File: src/rtl/ram16_bist_pkg.sv
// Shared types and constants for the 16x2 RAM March C- self-test.
// Holds the FSM state type and the per-element march table.
package ram16_bist_pkg;

    localparam int DEPTH        = 16;
    localparam int ADDR_W       = $clog2(DEPTH);
    localparam int NUM_ELEM     = 6;
    localparam int TOTAL_CYCLES = 160;

    typedef enum logic [1:0] {
        ST_IDLE,
        ST_RUN,
        ST_DONE
    } state_t;

    // rd_inv/wr_inv select ~DATA_BG instead of DATA_BG for the read expect / write value.
    typedef struct packed {
        logic down;
        logic rd_inv;
        logic wr_inv;
        logic has_rd;
        logic has_wr;
    } march_elem_t;

    localparam march_elem_t MARCH_TABLE [NUM_ELEM] = '{
        '{down: 1'b0, rd_inv: 1'b0, wr_inv: 1'b0, has_rd: 1'b0, has_wr: 1'b1},
        '{down: 1'b0, rd_inv: 1'b0, wr_inv: 1'b1, has_rd: 1'b1, has_wr: 1'b1},
        '{down: 1'b0, rd_inv: 1'b1, wr_inv: 1'b0, has_rd: 1'b1, has_wr: 1'b1},
        '{down: 1'b1, rd_inv: 1'b0, wr_inv: 1'b1, has_rd: 1'b1, has_wr: 1'b1},
        '{down: 1'b1, rd_inv: 1'b1, wr_inv: 1'b0, has_rd: 1'b1, has_wr: 1'b1},
        '{down: 1'b0, rd_inv: 1'b0, wr_inv: 1'b0, has_rd: 1'b1, has_wr: 1'b0}
    };

endpackage

File: src/rtl/ram16_bist_addr_gen.sv
// March address counter: load, up/down step with natural 4-bit wrap.
// tc flags the terminal address of the current direction (15 up, 0 down).
module ram16_bist_addr_gen
    import ram16_bist_pkg::*;
(
    input  logic              clk,
    input  logic              rst,
    input  logic              load,
    input  logic [ADDR_W-1:0] load_val,
    input  logic              step,
    input  logic              down,
    output logic [ADDR_W-1:0] addr,
    output logic              tc
);

    always_ff @(posedge clk) begin
        if (rst) begin
            addr <= '0;
        end else if (load) begin
            addr <= load_val;
        end else if (step) begin
            addr <= down ? addr - 1'b1 : addr + 1'b1;
        end
    end

    assign tc = down ? (addr == '0) : (addr == ADDR_W'(DEPTH - 1));

endmodule

File: src/rtl/ram16x2_march_bist.sv
// March C- BIST and functional mux for a 16x2 async-read RAM; 160 test cycles, DONE in the next.
// RAM16_BIST_STOP_ON_FAIL_EN: end the run on the first mismatch instead of finishing the sequence.
module ram16x2_march_bist
    import ram16_bist_pkg::*;
#(
    parameter logic [1:0] DATA_BG = 2'b00
) (
    input  logic       CLK,
    input  logic       RST,
    input  logic       START,
    input  logic [3:0] FUNC_A,
    input  logic [1:0] FUNC_D,
    input  logic       FUNC_WE,
    output logic [1:0] FUNC_O,
    output logic [3:0] RAM_A,
    output logic [1:0] RAM_D,
    output logic       RAM_WE,
    input  logic [1:0] RAM_O,
    output logic       BUSY,
    output logic       DONE,
    output logic       FAIL,
    output logic [3:0] FAIL_ADDR,
    output logic [1:0] FAIL_BITS,
    output logic [2:0] FAIL_ELEM
);

    state_t            state, state_nxt;
    logic [2:0]        elem, elem_nxt, elem_inc;
    logic              phase, phase_nxt;
    logic [ADDR_W-1:0] addr, addr_load_val;
    logic              addr_load, addr_step, addr_tc;
    logic              bist_we, bist_we_nxt;
    logic [1:0]        bist_d, bist_d_nxt;
    logic              rd_cycle, mismatch;
    logic [1:0]        rd_exp;

    ram16_bist_addr_gen u_addr_gen (
        .clk      (CLK),
        .rst      (RST),
        .load     (addr_load),
        .load_val (addr_load_val),
        .step     (addr_step),
        .down     (MARCH_TABLE[elem].down),
        .addr     (addr),
        .tc       (addr_tc)
    );

    assign elem_inc = elem + 3'd1;
    assign rd_cycle = (state == ST_RUN) && MARCH_TABLE[elem].has_rd && !phase;
    assign rd_exp   = MARCH_TABLE[elem].rd_inv ? ~DATA_BG : DATA_BG;
    assign mismatch = rd_cycle && (RAM_O != rd_exp);

    always_ff @(posedge CLK) begin
        if (RST) begin
            state <= ST_IDLE;
        end else begin
            state <= state_nxt;
        end
    end

    // phase 0 is the read half of an r,w element; single-op elements stay in phase 0.
    always_comb begin
        state_nxt     = state;
        elem_nxt      = elem;
        phase_nxt     = phase;
        addr_load     = 1'b0;
        addr_load_val = '0;
        addr_step     = 1'b0;
        case (state)
            ST_IDLE: begin
                if (START) begin
                    state_nxt = ST_RUN;
                    elem_nxt  = '0;
                    phase_nxt = 1'b0;
                    addr_load = 1'b1;
                end
            end
            ST_RUN: begin
                if (MARCH_TABLE[elem].has_rd && MARCH_TABLE[elem].has_wr && !phase) begin
                    phase_nxt = 1'b1;
                end else begin
                    phase_nxt = 1'b0;
                    if (!addr_tc) begin
                        addr_step = 1'b1;
                    end else if (elem == 3'(NUM_ELEM - 1)) begin
                        state_nxt = ST_DONE;
                    end else begin
                        elem_nxt      = elem_inc;
                        addr_load     = 1'b1;
                        addr_load_val = {ADDR_W{MARCH_TABLE[elem_inc].down}};
                    end
                end
`ifdef RAM16_BIST_STOP_ON_FAIL_EN
                if (mismatch) begin
                    state_nxt = ST_DONE;
                end
`endif
            end
            ST_DONE: state_nxt = ST_IDLE;
            default: state_nxt = ST_IDLE;
        endcase
        bist_we_nxt = (state_nxt == ST_RUN) && MARCH_TABLE[elem_nxt].has_wr &&
                      (phase_nxt || !MARCH_TABLE[elem_nxt].has_rd);
        bist_d_nxt  = MARCH_TABLE[elem_nxt].wr_inv ? ~DATA_BG : DATA_BG;
    end

    always_ff @(posedge CLK) begin
        if (RST) begin
            elem      <= '0;
            phase     <= 1'b0;
            bist_we   <= 1'b0;
            bist_d    <= '0;
            FAIL      <= 1'b0;
            FAIL_ADDR <= '0;
            FAIL_BITS <= '0;
            FAIL_ELEM <= '0;
        end else begin
            elem    <= elem_nxt;
            phase   <= phase_nxt;
            bist_we <= bist_we_nxt;
            bist_d  <= bist_d_nxt;
            if (state == ST_IDLE && START) begin
                FAIL      <= 1'b0;
                FAIL_ADDR <= '0;
                FAIL_BITS <= '0;
                FAIL_ELEM <= '0;
            end else if (mismatch && !FAIL) begin
                FAIL      <= 1'b1;
                FAIL_ADDR <= addr;
                FAIL_BITS <= RAM_O ^ rd_exp;
                FAIL_ELEM <= elem;
            end
        end
    end

    assign BUSY   = (state == ST_RUN);
    assign DONE   = (state == ST_DONE);
    assign RAM_A  = BUSY ? addr    : FUNC_A;
    assign RAM_D  = BUSY ? bist_d  : FUNC_D;
    assign RAM_WE = BUSY ? bist_we : FUNC_WE;
    assign FUNC_O = RAM_O;

endmodule

File: config.mk
export PLATFORM = sky130hd
export DESIGN_NAME = ram16x2_march_bist
export DESIGN_NICKNAME = d
export VERILOG_FILES = /design/src/rtl/ram16_bist_pkg.sv /design/src/rtl/ram16_bist_addr_gen.sv /design/src/rtl/ram16x2_march_bist.sv
export SDC_FILE = /design/constraint.sdc
export NUM_CORES = 1
export LEC_CHECK = 0
export CORE_ASPECT_RATIO = 0.9
export CORE_MARGIN = 3
export CORE_UTILIZATION = 53
export DETAILED_ROUTE_END_ITERATION = 8
export GPL_ROUTABILITY_DRIVEN = 0
export GPL_TIMING_DRIVEN = 1
export PLACE_DENSITY = 0.95
export SYNTH_ARGS = -nofsm -noshare
export SYNTH_HDL_FRONTEND = slang
export SYNTH_HIERARCHICAL = 1
export SYNTH_SLANG_ARGS = --single-unit
File: constraint.sdc
create_clock -name CLK -period 5.7 [get_ports CLK]
set_input_delay 0.57 -clock CLK [delete_from_list [all_inputs] [get_ports CLK]]
set_output_delay 0.57 -clock CLK [all_outputs]
set_load 0.01 [all_outputs]
==> results of run 1 <==
logic make-up (layout without fill, tap and decap cells):
| family | Yosys count | after routing | synth area share (%) |
|---|---|---|---|
| mux | 9 | 9 | 6.55 |
| xor+xnor | 4 | 4 | 2.55 |
| simple gates | 76 | 76 | 27.3 |
| buf+inv | 19 | 45 | 7.64 |
| flops | 22 | 22 | 32.0 |
| fa+ha+maj | 7 | 7 | 6.92 |
| compound gates | 35 | 35 | 17.0 |
layout make-up:
type	count	area, um2
Multi-Input combinational cell	131	830
Fill cell	184	628
Clock buffer	4	36.3
Timing Repair Buffer	32	320
Tap cell	27	33.8
Inverter	9	33.8
Sequential cell	22	440
through the flow:
step	total power, mW	setup slack, ps	cell area, um2	util [%]
after floorplan	0.193	3060	1380	-
after global placement	0.215	2560	1660	71.4
after detailed placement	0.217	2220	1660	71.4
after CTS	0.302	2180	1690	73.0
after global routing	0.317	1810	1690	73.0
final	0.301	2090	1690	73.0
state kept, by name, indices dropped and copies added, names as in the netlist:
| signal | flops |
|---|---|
| FAIL_ELEM | 3 |
| bist_we | 1 |
| FAIL_BITS | 2 |
| u_addr_gen/addr | 4 |
| FAIL | 1 |
| bist_d | 1 |
| state | 2 |
| elem | 3 |
| FAIL_ADDR | 4 |
| phase | 1 |
synthesized netlist by cell type (4+ instances only):
library cell	n
o21ai_0	5
inv_1	9
nor2_1	18
dfxtp_1	22
nand2_1	31
ha_1	6
nor3_1	4
mux2i_1	9
a21oi_1	11
nor2b_1	4
path summary, 6_finish.rpt:
kind                        end  slack, ps
max          u_addr_gen/addr[3]       2090
min                FAIL_BITS[0]        500
max reg2reg  u_addr_gen/addr[3]       2090
min reg2reg        FAIL_BITS[0]        500
worst max-delay path: stages, from the launching register on:
cell and delay (ps):
dfxtp_1 530, ha_1 270, inv_1 70, o21ai_0 520
nand2_1 100, o21ai_1 240, o31ai_1 140, a21oi_1 410
mux2i_1 150, nor2_1 420, nand2b_4 240, nor3b_1 50
a311o_1 370
placed cells by master, fill, tap and decap left out, drive strengths merged, types with 2 or more instances in the layout:
master	netlist	layout
nor3b	3	3
nor2	18	18
a211oi	3	3
a21oi	11	11
nor2b	4	4
nand2	31	31
o211ai	2	2
o21bai	3	3
clkdlybuf4s50	0	32
xnor2	2	2
clkbuf	2	4
o21ai	6	6
and3	2	2
dfxtp	22	22
nand2b	5	5
inv	9	9
mux2i	9	9
nor4	2	2
nor3	4	4
nand3	2	2
xor2	2	2
ha	6	6
per-layer routing:
metal | up-vias | routed length (um)
li1 | 643 | -
met1 | 617 | 1460
met2 | 68 | 1760
met3 | 10 | 214
met4 | 0 | 63
met5 | - | 0
power breakdown:
| part | internal, mW | switching [mW] | total, mW | leakage (nW) |
|---|---|---|---|---|
| registers | 0.157 | 0.00501 | 0.162 | 0.179 |
| logic | 0.0266 | 0.0257 | 0.0523 | 0.450 |
| clock network | 0.0390 | 0.0482 | 0.0872 | 0.0210 |
==> implementation parameters, run 1 <==
Parameter                              Value

Run status
  Run status    completed

Timing
  Actual slew at the worst max-slew pin    929 ps
  Max Freq    about 280 MHz
  Max Clock Skew    ~4.6 ps
  Time the worst path needs with I/O delays and setup    roughly 3600 ps
  Total negative slack    0 ps
  Final period util    a little under two thirds
  Hold Violations, Final    0
  Setup repair after global routing missed its margin    no
  Pins over their slew limit    0
  Worst slew margin    a little under two fifths
  Final worst hold slack    around 500 ps
  Final setup violation count    0

Global routing
  Most utilized layer in the global route result    met2
  Vias in the first global route    approximately 1300
  Antenna violations before repair    0
  All-Layer GR Usage    between 20% and 30%
  Met1 layer usage reported by global route    27.3%
  Met2 layer usage reported by global route    40.1%
  Maximum number of pins on one net before global-route repair    15
  Global-route met3 utilization    between 6 and 7%
  Wire length of the first global-routing pass    roughly 5800 um
  GR Overflow Total    0

Synthesis
  Number of instances in the synthesized netlist    about 170
  Count of unique library cells instantiated by Yosys    43
  Predominant post-synthesis flop cell    dfxtp_1
  Cell type contributing the most total cell area after synthesis    dfxtp_1
  Mean cell area of the mapped netlist    ~8 um2
  Number of enable-type register cells in the synthesized netlist    0
  Share of synthesized flip-flops with an asynchronous set or reset    0%
  Share of Yosys cell area claimed by the top area cell type    about a third
  Mapped Nets    191
  Leading post-synthesis cells by cell area    dfxtp_1 32%, nand2_1 8.5%, mux2i_1 6.6%
  Ys Warns    6
  Post-synthesis instance area    between 0.001 and 0.0015 mm2
  Number of synthesized register bits    22
  Register area share after synthesis    roughly a third

Job
  Max_cap viols    0

Power
  Ratio of total power to cell area    between 150 and 200 mW/mm2
  VDD IR max    around 0.14 mV
  Cell leakage power    approximately 0.65 nW

Floorplan
  Vertical die dimension    54.3 um
  I/O pins    33
  Area of the placeable core    around 0.0023 mm2
  Rows    16
  Starting density of the core    between 50% and 60%
  Die footprint    roughly 0.0032 mm2
  Die Width    59.7 um

Drt
  Number of DRC violations after detailed-routing iteration 0    between 80 and 90
  Post-route DRC violation count    0
  Number of vias in the routed layout    between 1000 and 1500
  First-pass iteration count of the detailed router    5
  Vias per std cell    ~6
  Average wire per standard cell    roughly 16 um
  Number of nets with antenna violations after detailed routing    0
  Sum of routed wire length over all layers    3490 um

Cells and area
  Count of nets after finishing    between 200 and 250
  Count of antenna diodes in the layout    0
  Layout area overhead    23.2%
  Finished Layout Cells    approximately 230
  Proportion of layout cells with a drive suffix above 1    4.04%

Min path
  Number of stages on the worst hold path    2
  Launch point of the worst hold path    FAIL_BITS[0]
  Path class of the lowest-slack min-delay path    reg2reg

Clock tree
  # H-tree levels    1
  Longest Clk Path Bufs    2
  CTS tree    built
  Clock root buffer    clkbuf_4
  Cts-stage hold buffer count    0
  Clock latency of the later-clocked register in the worst-skew pair    between 300 and 400 ps
  Number of cells upsized or downsized after cts    0
  TritonCTS sink count    22
  Post-CTS Setup Inserts    0
  Post-CTS clock slew at the launch and capture registers of the worst setup and hold paths    roughly 130 ps
  Number of clock buffers inserted by TritonCTS    3

Placement
  Number of instances in the placed design    221
  Total half-perimeter wirelength after legalization and detailed placement    2590 um
  I/O Buffers    32

Setup path
  Origin of the critical flop-to-flop path    elem[0]
  Worst path arrival time    approximately 3800 ps
  Sort of element at the end of the critical path    register
  Type of origin of the critical path    register
  Worst-path fanout max    10
  Origin of the worst setup path    elem[0]
  CP required    ~5900 ps
  Reg2Reg Depth    12
  Critical path start-end classification    reg2reg
No activity file was read; power rests on OpenSTA's default activity.
==> run 2, diff against run 1 <==
CORE_UTILIZATION = 49   (was 53)
PLACE_DENSITY = 0.9   (was 0.95)
clock period = 3.6 ns   (was 5.7 ns; I/O delays follow)
==> run 2 against run 1 <==
  * Sequential power is 58% higher
  * Worst hold slack about the same
  * Clock skew is 1.4 ps higher
  * Maximum frequency is 26% higher
  * Highest routed layer unchanged
  * Combinational power up 60%
==> implementation parameters, run 2 (same netlist as run 1, synthesis figures left out) <==
Parameter                              Value

Clock tree
  Number of clock buffers inserted by TritonCTS    3 (unchanged)
  TritonCTS sink count    22 (unchanged)
  # H-tree levels    1 (unchanged)
  Clock root buffer    clkbuf_4
  Number of cells upsized or downsized after cts    0 (unchanged)
  Post-CTS clock slew at the launch and capture registers of the worst setup and hold paths    120 ps (about the same)
  Post-CTS Setup Inserts    0 (unchanged)
  CTS tree    built
  Cts-stage hold buffer count    0 (unchanged)
  Longest Clk Path Bufs    2 (unchanged)
  Clock latency of the later-clocked register in the worst-skew pair    310 ps (about the same)

Floorplan
  Die footprint    0.00348 mm2 (+7.3%)
  Starting density of the core    53.9% (-5.3 points)
  Rows    17 (+1)
  I/O pins    33 (unchanged)
  Die Width    61.8 um (+3.6%)
  Vertical die dimension    56.3 um (+3.6%)
  Area of the placeable core    0.00255 mm2 (+9.9%)

Setup path
  Largest incremental delay on the critical path    510 ps (-20 ps)
  Cell seen most often among critical-path stages    buf_4
  Gate family responsible for the most delay along the worst path    compound AO/OA/AOI/OAI gates
  Sort of element at the end of the critical path    register
  Critical path buffer and inverter count    3 (+2)
  Worst path arrival time    3090 ps (-730 ps)
  CP cell instances    ha_1 -> inv_1 -> o21ai_0 -> buf_4 -> nand2_1 -> o21ai_1 -> o31ai_1 -> a21oi_1 -> mux2i_1 -> nor2_1 -> buf_4 -> nand2b_4 -> nor3b_1 -> a311o_1
  Critical path depth    14 (+2)
  Critical path start-end classification    reg2reg
  Type of origin of the critical path    register
  Cell with the largest stage delay on the worst path    dfxtp_1
  CP required    3810 ps (-2100 ps)
  Worst-path fanout max    10 (unchanged)
  Reg2Reg Depth    14 (+2)

Cells and area
  Most frequent standard cell in the layout excluding fill and tap cells    clkdlybuf4s50_1
  Count of fill cells added during filler insertion    205 (+11%)
  Final instance area    0.00172 mm2 (+1.4%)
  Finished Layout Cells    229 (+1.8%)
  Area used by multi-input combinational logic    830 um2 (unchanged)
  Largest registers in the final layout    FAIL_ADDR x4, u_addr_gen/addr x4
  Register cell area after layout    440 um2 (unchanged)
  Layout area overhead    24.9%
  Count of nets after finishing    221 (+1.4%)
  Count of antenna diodes in the layout    0 (unchanged)
  Proportion of layout cells with a drive suffix above 1    5.47% (+1.4 points)
  Highest-count cells in the layout ignoring fill and taps    32 x clkdlybuf4s50_1, 31 x nand2_1, 22 x dfxtp_1

Global routing
  Wire length of the first global-routing pass    5550 um (-4.7%)
  Maximum number of pins on one net before global-route repair    15 (unchanged)
  All-Layer GR Usage    20.6% (-2.8 points)
  GR Overflow Total    0 (unchanged)
  Vias in the first global route    1302 (-1.4%)
  Antenna violations before repair    0 (unchanged)

Placement
  Number of instances in the placed design    225 (+1.8%)
  I/O Buffers    32 (unchanged)
  Total placed instance area    0.00168 mm2 (+1.4%)
  Total half-perimeter wirelength after legalization and detailed placement    2470 um (-4.5%)
  Post-placement setup slack    792 ps (-1420 ps)

Power
  Power share of the sequential group    54.1% (+0.4 points)
  VDD IR max    0.160 mV (+14%)
  Cell internal power dissipation    0.354 mW (+59%)
  Combinational share of power    17.6% (+0.3 points)
  Ratio of total power to cell area    276 mW/mm2 (+55%)
  Net switching power of the design    0.120 mW (+52%)
  Sw Ratio    25.3% (-0.87 points)
  Cell leakage power    0.665 nW (+2.4%)
  Clock Power Share    28.3% (-0.6 points)

Timing
  Final setup violation count    0 (unchanged)
  Pins over their slew limit    0 (unchanged)
  Time the worst path needs with I/O delays and setup    2880 ps (-735 ps)
  Hold Violations, Final    0 (unchanged)
  Final period util    80.0% (+17 points)
  Total negative slack    0 ps (unchanged)
  Setup repair after global routing missed its margin    no
  Actual slew at the worst max-slew pin    782 ps (-147 ps)
  Max Freq    347 MHz (+26%)
  Worst slew margin    47.6% (+10 points)
  Max Clock Skew    6.00 ps (+1.43 ps)
  Worst setup margin    720 ps (-1370 ps)
  Final worst hold slack    504 ps (+0.0190 ps)

Drt
  First-pass iteration count of the detailed router    4 (-1)
  Number of vias in the routed layout    1294 (-3.3%)
  Post-route DRC violation count    0 (unchanged)
  Number of nets with antenna violations after detailed routing    0 (unchanged)
  Number of DRC violations after detailed-routing iteration 0    63 (-23%)
  Vias per std cell    5.65 (-5.0%)
  Average wire per standard cell    14.1 um (-9.1%)
  Sum of routed wire length over all layers    3230 um (-7.5%)

Run status
  Run status    completed

Min path
  Path class of the lowest-slack min-delay path    reg2reg
  Number of stages on the worst hold path    2 (unchanged)

Job
  Max_cap viols    0 (unchanged)
## run 2: cell types whose count changed in the layout (fill, tap and decap cells not counted), sizes merged
cell and change:
buf +3
## run 2: area by class of cell
cell class | count | area share [%]
multi-input cells | 131 | 48.3
repair buffers | 35 | 20.0
inverters | 9 | 1.97
well taps | 28 | 2.04
flip-flops and latches | 22 | 25.6
clock buffers | 4 | 2.11
## run 2: worst register-to-register path, cell delays in order, from the launching register on
cell and delay [ps]:
dfxtp_1 510, ha_1 280, inv_1 70, o21ai_0 140
buf_4 160, nand2_1 50, o21ai_1 190, o31ai_1 120
a21oi_1 330, mux2i_1 130, nor2_1 110, buf_4 160
nand2b_4 130, nor3b_1 50, a311o_1 370
## run 2: routing by layer
metal / GRT usage [%] / vias up / routed length (um)
met5: 0 / - / 0
met4: 7.88 / 0 / 70
met3: 4.14 / 8 / 150
met2: 33.3 / 44 / 1580
met1: 26.0 / 591 / 1430
li1: - / 651 / -
## run 2: metrics by stage
step | power [mW] | util, %
after floorplan | 0.305 | -
after global placement | 0.341 | 65.9
after detailed placement | 0.345 | 65.9
after CTS | 0.476 | 67.3
after global routing | 0.499 | 67.3
final | 0.474 | 67.3
## run 2: worst paths after layout
check | end | start | slack [ps]
worst max-delay path | u_addr_gen/addr[3] | elem[0] | 720
worst min-delay path | FAIL_BITS[1] | FAIL_BITS[1] | 500
worst min register to register | FAIL_BITS[1] | FAIL_BITS[1] | 500
worst max register to register | u_addr_gen/addr[3] | elem[0] | 720
## run 2: power groups by stage
stage | Clock, mW | Sequential, mW | Combinational (mW)
floorplan | 0 | 0.259 | 0.0462
global placement | 0 | 0.262 | 0.0797
detailed placement | 0 | 0.262 | 0.0829
CTS | 0.137 | 0.256 | 0.0833
global route | 0.151 | 0.258 | 0.0905
finish | 0.134 | 0.256 | 0.0835
==> patch 1, RTL diff (flow settings as in run 2) <==
Register the outputs `FUNC_O`, `RAM_A`, `RAM_D`, `RAM_WE` and `DONE`, with the module's reset; this adds one clock of latency there. The other outputs are not delayed to match. Comments in the files are not updated.
--- a/src/rtl/ram16x2_march_bist.sv
+++ b/src/rtl/ram16x2_march_bist.sv
@@ -136,7 +136,17 @@
     assign BUSY   = (state == ST_RUN);
-    assign DONE   = (state == ST_DONE);
-    assign RAM_A  = BUSY ? addr    : FUNC_A;
-    assign RAM_D  = BUSY ? bist_d  : FUNC_D;
-    assign RAM_WE = BUSY ? bist_we : FUNC_WE;
-    assign FUNC_O = RAM_O;
+    always_ff @(posedge CLK) begin
+        if (RST) begin
+            FUNC_O <= '0;
+            RAM_A  <= '0;
+            RAM_D  <= '0;
+            RAM_WE <= '0;
+            DONE   <= '0;
+        end else begin
+            FUNC_O <= RAM_O;
+            RAM_A  <= BUSY ? addr    : FUNC_A;
+            RAM_D  <= BUSY ? bist_d  : FUNC_D;
+            RAM_WE <= BUSY ? bist_we : FUNC_WE;
+            DONE   <= (state == ST_DONE);
+        end
+    end
 
Function: changed (Yosys sat finds a counterexample within 4 cycles, from zero or initial values and one cycle with RST high).
==> patch 1 against run 2 <==
Sequential share of layout area grew 6.5 points. Setup slack gained 230 ps. Sequential power rose by 46%. Synthesized area rose by 14%. First-iteration DRC count fell by 17%. Total power up 51%. Sequential cell count up 10. Wire length is 2.9% lower. Design area rose by 16%. Critical path type unchanged.
==> patch 1: results <==
group,metric,value,unit
power,pg_seq,373,uW
detailed_routing,drt_iter0_markers,52,
power,power.leakage,0.7369,nW
power,p_int,550.6,uW
cells_and_area,reg_top3,"FAIL_ADDR (4), RAM_A (4), u_addr_gen/addr (4)",
setup_path,arrival,2880,ps
place,placed_cell_area,1914,um2
grt,grt_max_degree,26,
synthesis,synth_cell_types,49,
place,dpl_worst_slack,1008,ps
synthesis,yosysSeqAreaShare,40.80,%
power,clkPwrFrac,36.8,%
synthesis,synthTopCellsByCount,"dfxtp_1, nand2_1, a21oi_1, nor2_1, mux2i_1",
min_path,min_delay_worst_endpoint,"RAM_WE$_SDFF_PP0_",
detailed_routing,vias_per_cell,5.223,
sta,fin_hold_ws,443.7,ps
place,hpwl,2328,um
detailed_routing,route.vias.total,1311,
clock_tree,clkTransAtPathRegs,90,ps
grt,grt_pass1_wl,5368,um
sta,worst_slew_pin_slew,816.5,ps
clock_tree,numCtsBuffers,5,
sta,finalCritPeriodShare,73.57,%
power,ir_drop,0.2140,mV
sta,finalClockSkew,7.574,ps
cells_and_area,drive_gt1_share,9.479,%
outcome,status,"finished, final reports clean",
power,total_power,714.8,uW
place,place_inst,243,
detailed_routing,wirelength,3139,um
synthesis,synth_area_per_cell,8.922,um2
min_path,min_from,"bist_we$_SDFF_PP0_",
setup_path,cpPeakStageDelay,550,ps
setup_path,reg2regPathDepth,9,
-- patch 1: logic make-up after synthesis --
group                      after synthesis  synth area share, %
AOI/OAI and AO/OA                       39                17.13
xor gates and xnor gates                 4                2.231
adders and majority gates                7                6.056
buffers and inverters                   15                4.302
DFF                                     32                40.80
muxes                                   10                6.454
and+or+nand+nor                         69                23.03
-- patch 1: final cells by class --
class | instances | area (um2)
Sequential cell | 32 | 640.6
Clock inverter | 2 | 35.03
Clock buffer | 6 | 41.29
Multi-Input combinational cell | 129 | 862.1
Fill cell | 232 | 914.6
Tap cell | 40 | 50.05
Inverter | 9 | 33.78
Timing Repair Buffer | 33 | 327.8
-- patch 1: routing by layer --
layer  GRT usage, %  wire length (um)  vias up
met2          27.29              1363       35
met4          4.438                 0        0
met3          9.023               188        0
met1          24.00              1587      593
met5              0                 0        -
li1               -                 -      683
==> patch 2, RTL diff (config.mk and constraints of run 2) <==
Made on the original files. The option `RAM16_BIST_STOP_ON_FAIL_EN` is turned on by a define.
--- a/src/rtl/ram16x2_march_bist.sv
+++ b/src/rtl/ram16x2_march_bist.sv
@@ -2,2 +2,4 @@
 // RAM16_BIST_STOP_ON_FAIL_EN: end the run on the first mismatch instead of finishing the sequence.
+`define RAM16_BIST_STOP_ON_FAIL_EN
+
 module ram16x2_march_bist
Behaviour: no difference found for any inputs over 10 cycles, from zero or initial values and one cycle with RST high; that may be too few to reach the edited logic, so the function may still have changed.
==> patch 2 against run 2 <==
Design area increased by 3.5%. Maximum frequency decreased by 10%. Wire length decreased by 1.3%. Largest cell class unchanged. Setup slack got worse by 320 ps. Synthesized area increased by 5.1%. Critical path depth decreased by 3. Sequential cell count unchanged. Critical path type unchanged. Core utilization decreased by 3.1 points. Largest power group unchanged. Total power increased by 10%.
==> patch 2: results <==
group,metric,value,unit
synthesis,synth-compound-area-share,17.58,%
sta,worst_slew_pin_slew,827.2,ps
detailed_routing,vias_per_cell,5.338,
setup_path,r2r_slack,400,ps
setup_path,cpPeakStageDelay,550,ps
detailed_routing,post_drt_wl_per_cell,13.30,um
place,placed_cell_area,1742,um2
synthesis,synth_mux_area_share,7.619,%
place,hpwl,2433,um
sta,fin_hold_ws,507.5,ps
synthesis,synth_area_per_cell,8.353,um2
synthesis,syn_nets,192,
outcome,status,"finished, final reports clean",
setup_path,arrival,3420,ps
power,ir_drop,0.1980,mV
place,place_inst,236,
sta,finalCritPeriodShare,88.99,%
synthesis,synth_xor_area_share,3.636,%
detailed_routing,route.vias.total,1281,
power,power.leakage,0.6330,nW
synthesis,synthAdderAreaFrac,6.580,%
synthesis,synthTopCellsByCount,"nand2_1, dfxtp_1, nor2_1, a21oi_1",
cells_and_area,nets,220,
cells_and_area,drive_gt1_share,6.000,%
min_path,min_from,"FAIL_BITS[0]$_SDFFE_PP0P_",
place,dpl_worst_slack,464.4,ps
min_path,min_delay_worst_endpoint,"FAIL_BITS[0]$_SDFFE_PP0P_",
setup_path,slowest_stage,"o21ai_0",
setup_path,critPathMaxFanout,11,
floorplan,rows,18,
synthesis,synthTopCellsByArea,"dfxtp_1, nand2_1, mux2i_1, ha_1, nor2_1",
==> patch 2: power by group <==
part           leakage, nW  switching [mW]  total (mW)  internal [mW]
clock network       0.0210          0.0744       0.136         0.0618
logic                0.434          0.0650       0.126         0.0606
registers            0.178          0.0113       0.262          0.251
==> patch 2: kinds of logic after synthesis <==
| kind of cell | after synthesis |
|---|---|
| compound gates | 33 |
| xor+xnor | 6 |
| fa+ha+maj | 7 |
| buf+inv | 21 |
| flops | 22 |
| mux | 11 |
| simple gates | 73 |
==> patch 2: final cells by class <==
class,count,area [um2]
multi-input combinational,130,880.8
inverter,12,50.05
clock buffer,4,36.28
tap,40,50.05
sequential,22,440.4
fill,260,992.2
timing repair buffer,32,320.3
==> patch 2: metal layers <==
metal | vias up | wire (um) | track usage [%] | part of all wire, %
met5 | - | 0 | 0 | 0
met4 | 0 | 58 | 5.538 | 1.8
met3 | 13 | 212 | 4.528 | 6.6
met2 | 49 | 1429 | 29.62 | 45
met1 | 576 | 1491 | 25.39 | 47
li1 | 643 | - | - | -
